===== config.mk =====
export PLATFORM = sky130hd
export DESIGN_NAME = l2_arbiter
export DESIGN_NICKNAME = d
export VERILOG_FILES = /design/src/rtl/lc3b_types.sv /design/src/rtl/l2_arbiter_mux.sv /design/src/rtl/l2_arbiter.sv
export SDC_FILE = /design/constraint.sdc
export NUM_CORES = 1
export LEC_CHECK = 0
export ABC_AREA = 0
export ABC_CLOCK_PERIOD_IN_PS = 1900
export CAP_MARGIN = 20
export CORE_AREA = 2 2 282 284
export DETAILED_ROUTE_END_ITERATION = 16
export DIE_AREA = 0 0 284 286
export PLACE_DENSITY = 0.3
export SLEW_MARGIN = 40
export SYNTH_ARGS = -nofsm -noshare
export SYNTH_HDL_FRONTEND = slang
export SYNTH_HIERARCHICAL = 1
export SYNTH_SLANG_ARGS = --single-unit

===== constraint.sdc =====
create_clock -name clk -period 1.9 [get_ports clk]
set_input_delay 0.285 -clock clk [delete_from_list [all_inputs] [get_ports clk]]
set_output_delay 0.285 -clock clk [all_outputs]
set_load 0.05 [all_outputs]

===== src/rtl/lc3b_types.sv =====
// Shared LC-3b memory-hierarchy types: port widths plus the L2 arbiter
// state and owner encodings.
package lc3b_types;

   typedef logic [15:0]  lc3b_word;
   typedef logic [127:0] lc3b_mem_data;
   typedef logic [15:0]  lc3b_mem_wmask;

   typedef enum logic [1:0] {
      IDLE    = 2'd0,
      SERVE_I = 2'd1,
      SERVE_D = 2'd2,
      DONE    = 2'd3
   } lc3b_arb_state;

   typedef enum logic {
      ARB_I = 1'b0,
      ARB_D = 1'b1
   } lc3b_arb_owner;

endpackage


===== src/rtl/l2_arbiter_mux.sv =====
// Combinational steering of the granted L1's command onto the L2 port and
// of the L2 response back to that L1 only.
module l2_arbiter_mux
   import lc3b_types::*;
(
   input  lc3b_arb_state state_i,
   input  logic          active_i,
   input  logic          i_read_i,
   input  lc3b_word      i_addr_i,
   input  logic          d_read_i,
   input  logic          d_write_i,
   input  lc3b_mem_wmask d_be_i,
   input  lc3b_word      d_addr_i,
   input  lc3b_mem_data  d_wdata_i,
   input  logic          l2_resp_i,
   output logic          l2_read_o,
   output logic          l2_write_o,
   output lc3b_mem_wmask l2_be_o,
   output lc3b_word      l2_addr_o,
   output lc3b_mem_data  l2_wdata_o,
   output logic          i_resp_o,
   output logic          d_resp_o,
   output logic          grant_i_o,
   output logic          grant_d_o
);

   always_comb begin
      l2_read_o  = 1'b0;
      l2_write_o = 1'b0;
      l2_be_o    = '0;
      l2_addr_o  = '0;
      l2_wdata_o = '0;
      i_resp_o   = 1'b0;
      d_resp_o   = 1'b0;
      grant_i_o  = 1'b0;
      grant_d_o  = 1'b0;
      // Grant and resp are qualified by reset so they fall in the reset cycle;
      // the command itself follows the registered state.
      case (state_i)
         SERVE_I: begin
            l2_read_o = i_read_i;
            l2_be_o   = 16'hFFFF;
            l2_addr_o = i_addr_i;
            i_resp_o  = l2_resp_i & active_i;
            grant_i_o = active_i;
         end
         SERVE_D: begin
            l2_read_o  = d_read_i;
            l2_write_o = d_write_i;
            l2_be_o    = d_be_i;
            l2_addr_o  = d_addr_i;
            l2_wdata_o = d_wdata_i;
            d_resp_o   = l2_resp_i & active_i;
            grant_d_o  = active_i;
         end
         default: ;
      endcase
   end

endmodule


===== src/rtl/l2_arbiter.sv =====
// Arbitrates the single l2_cache port between the L1 I-cache and D-cache,
// holding each grant until l2_cache completes the transaction.
module l2_arbiter
   import lc3b_types::*;
#(
   parameter int RR_MODE = 1
) (
   input  logic          clk,
   input  logic          reset_n,
   input  logic          i_mem_read,
   input  lc3b_word      i_mem_address,
   output lc3b_mem_data  i_mem_rdata,
   output logic          i_mem_resp,
   input  logic          d_mem_read,
   input  logic          d_mem_write,
   input  lc3b_mem_wmask d_mem_byte_enable,
   input  lc3b_word      d_mem_address,
   input  lc3b_mem_data  d_mem_wdata,
   output lc3b_mem_data  d_mem_rdata,
   output logic          d_mem_resp,
   output logic          l2_mem_read,
   output logic          l2_mem_write,
   output lc3b_mem_wmask l2_mem_byte_enable,
   output lc3b_word      l2_mem_address,
   output lc3b_mem_data  l2_mem_wdata,
   input  lc3b_mem_data  l2_mem_rdata,
   input  logic          l2_mem_resp,
   output logic          grant_i,
   output logic          grant_d
);

   lc3b_arb_state state_q, state_d;
   lc3b_arb_owner last_grant_q, last_grant_d;
   logic          i_req, d_req;

   assign i_req = i_mem_read;
   assign d_req = d_mem_read | d_mem_write;

   always_ff @(posedge clk) begin
      if (!reset_n) begin
         state_q      <= IDLE;
         last_grant_q <= ARB_D;
      end else begin
         state_q      <= state_d;
         last_grant_q <= last_grant_d;
      end
   end

   always_comb begin
      state_d      = state_q;
      last_grant_d = last_grant_q;
      case (state_q)
         IDLE: begin
            // On a tie, round-robin favours whoever was not served last.
            if (i_req && (!d_req || (RR_MODE != 0 && last_grant_q == ARB_D))) begin
               state_d      = SERVE_I;
               last_grant_d = ARB_I;
            end else if (d_req) begin
               state_d      = SERVE_D;
               last_grant_d = ARB_D;
            end
         end
         SERVE_I, SERVE_D: begin
            if (l2_mem_resp)
               state_d = DONE;
         end
         default: state_d = IDLE;
      endcase
   end

   l2_arbiter_mux u_mux (
      .state_i    (state_q),
      .active_i   (reset_n),
      .i_read_i   (i_mem_read),
      .i_addr_i   (i_mem_address),
      .d_read_i   (d_mem_read),
      .d_write_i  (d_mem_write),
      .d_be_i     (d_mem_byte_enable),
      .d_addr_i   (d_mem_address),
      .d_wdata_i  (d_mem_wdata),
      .l2_resp_i  (l2_mem_resp),
      .l2_read_o  (l2_mem_read),
      .l2_write_o (l2_mem_write),
      .l2_be_o    (l2_mem_byte_enable),
      .l2_addr_o  (l2_mem_address),
      .l2_wdata_o (l2_mem_wdata),
      .i_resp_o   (i_mem_resp),
      .d_resp_o   (d_mem_resp),
      .grant_i_o  (grant_i),
      .grant_d_o  (grant_d)
   );

   assign i_mem_rdata = l2_mem_rdata;
   assign d_mem_rdata = l2_mem_rdata;

endmodule


==> impl_metrics.ini <==
[sta]
rsz0062_at_grt = true
clock_skew_ns = 0.000303
period_share = 0.982
fmax_mhz = 536
final-hold-violation-count = 0
relSlewSlack = 0.757
slew_violations = 0
tightest_slew_ns = 0.364
fin_crit_ns = 1.87
finalSetupViolations = 0

[synthesis]
synth_top_cell_by_area = buf_4
synth_top_cell_area_share = 0.548
synth-seq-cells = 3
ys_types = 24
syn-cell-area_um2 = 3570
synth_edf_count = 0
synth_cells = 510
ys_seq_area_frac = 0.0168
synth_area_leaders = buf_4 (55%), and2_1 (23%), buf_6 (4.1%)
postSynth.asyncResetShare = 0
ys.flop_type = dfxtp_1
syn_area_per_cell_um2 = 7.01
yosysWarningCount = 6
synth.net_count = 826

[routing]
wl_um = 23200
drc_errors = 0
drt_iter0_drc = 117
ant_nets = 0
firstDrtPassIters = 4
wl_per_cell_um = 14.0
via_count = 3594
vias_per_cell = 2.17

[die]
die_h_um = 286
start_util = 0.0456
ios = 732
rows = 103
die_area_um2 = 81200
die_w_um = 284
coreArea_um2 = 78400

[power]
ir_drop_uv = 797
cellLeakagePower_nw = 3.06
powerDensity_nw_per_um2 = 1570
power_w = 0.0137

[setup_path]
worst_ep_required_time_ns = 1.62
worst_path_largest_cell_delay_ns = 0.32
startpoint_type = flip-flop
critical-path-top-delay-family = buffers and inverters
crit_chain = inv_2, ha_4, buf_12, clkbuf_16, a21oi_1, nor2_1, buf_12
crit_path_end_kind = primary output
cpMaxStageDelayCell = dfxtp_2
crit_top_cell = buf_12
crit_arrival_ns = 1.58
criticalPathCategory = flip-flop to primary output
critPathMaxFanout = 12
worst-path-buf-inv = 4

[global_routing]
grt_overflow = 0
grt_pass1_vias = 3899
grt_pass1_wl_um = 29700
grt_use_total = 0.0514
grt_start_max_net_pins = 32
antenna_found_initial = 8

[finish]
nNetsFinal = 924
final_util = 0.111
fin_area_um2 = 8720
area_growth_pct = 144
layout-drive-gt1-share = 0.498
finalNonFillerCells = 1658
fill_cells = 9101

[status]
outcome = finished, final reports clean

[cts]
cts_made_buffers = 3
cts_tree = done
cts_root_buffer = clkbuf_16
clk_path_buf_depth = 2
clk_latency_ns = 0.22
clkTransAtPathRegs_ns = 0.03
cts.sinks = 3
htree_levels = 1

[place]
port_buffers = 347
dp_cells = 1639
dpl_cell_area_um2 = 8070
place_congestion = 0.734
hpwlAfterDp_um = 18300

[job]
maxCapViolations = 0

[min_path]
hold_class = flip-flop to flip-flop
-- Yosys cell counts, types with 2 or more instances --
cell type / count
buf_4: 261
and2_1: 131
nor2_1: 33
a21oi_1: 17
a22oi_1: 17
buf_6: 13
buf_2: 7
ha_1: 6
inv_1: 6
dfxtp_1: 3
and3_1: 2
o32ai_1: 2
-- cells in the final DEF, fill, tap and decap left out, types with 2 or more instances in the layout --
cell / count
a21oi_1: 17
a22oi_1: 7
a22oi_2: 10
and2_1: 72
and2_2: 2
and2_4: 57
and3_1: 2
buf_12: 173
buf_4: 11
clkbuf_16: 11
clkdlybuf4s50_1: 181
ha_1: 3
ha_4: 2
inv_1: 4
inv_2: 2
nor2_1: 6
nor2_2: 27
o32ai_1: 2
-- cell families after synthesis --
logic type | share of synthesized area
AO/OA/AOI/OAI | 0.0774
flip-flops | 0.0168
buffers and inverters | 0.608
adder cells (fa/ha/maj) | 0.0210
AND/OR/NAND/NOR | 0.277
-- metal layers --
| layer | GRT usage | wire length [um] | up-vias |
|---|---|---|---|
| li1 | - | - | 1514 |
| met1 | 0.0510 | 8300 | 1566 |
| met2 | 0.0792 | 10300 | 458 |
| met3 | 0.0410 | 3770 | 48 |
| met4 | 0.0182 | 648 | 8 |
| met5 | 0.0134 | 173 | - |
-- flip-flops by register name, indices dropped and copies added (netlist names) --
register / cells
state_q: 2
last_grant_q: 1
-- worst reg2reg max path: stages, from the launching register on --
cell and delay (ns):
dfxtp_2 0.34, buf_6 0.12, inv_1 0.05, ha_1 0.25, nor4b_4 0.16, a2111o_1 0.38, o32ai_1 0.14
-- power by group --
group / switching, W / leakage, nW / internal [W]
logic: 0.00705 / 2.99 / 0.00615
registers: 0.0000411 / 0.0258 / 0.000102
clock network: 0.0000588 / 0.0382 / 0.000277
total: 0.00715 / 3.06 / 0.00652
-- final timing paths --
check,startpoint,to,slack [ns],cells past startpoint
max,state_q[0],l2_mem_byte_enable[9],0.03,7
min,last_grant_q,last_grant_q,0.53,2
min reg2reg,last_grant_q,last_grant_q,0.53,2
max reg2reg,state_q[0],state_q[1],0.36,6
-- timing repair --
item                       4_1_cts  5_1_grt
setup endpoints to repair       91      128
gates cloned                     3        3
buffers inserted                 7        3
hold buffers                     0        0
gates resized for setup          9      102
pin swaps                        2       15
-- stage by stage --
step	TNS, ns	setup slack (ns)	hold slack, ns
3_5_place_dp	0	0.0591	0.512
4_1_cts	-0.784	-0.0272	0.519
6_report	0	0.0339	0.531
2_1_floorplan	-2.25	-0.0752	0.347
3_3_place_gp	0	0.0217	0.516
5_1_grt	-0.249	-0.0279	0.570
-- area by class of cell --
class / instances / area, um2 / share of cell area
diodes: 1 / 2.50 / 0.000287
clock buffers: 4 / 78.8 / 0.00904
inverters: 8 / 32.5 / 0.00373
multi-input cells: 217 / 1630 / 0.187
flip-flops and latches: 3 / 65.1 / 0.00746
well taps: 1050 / 1310 / 0.151
repair buffers: 375 / 5600 / 0.642
No activity file was read; power rests on OpenSTA's default activity.
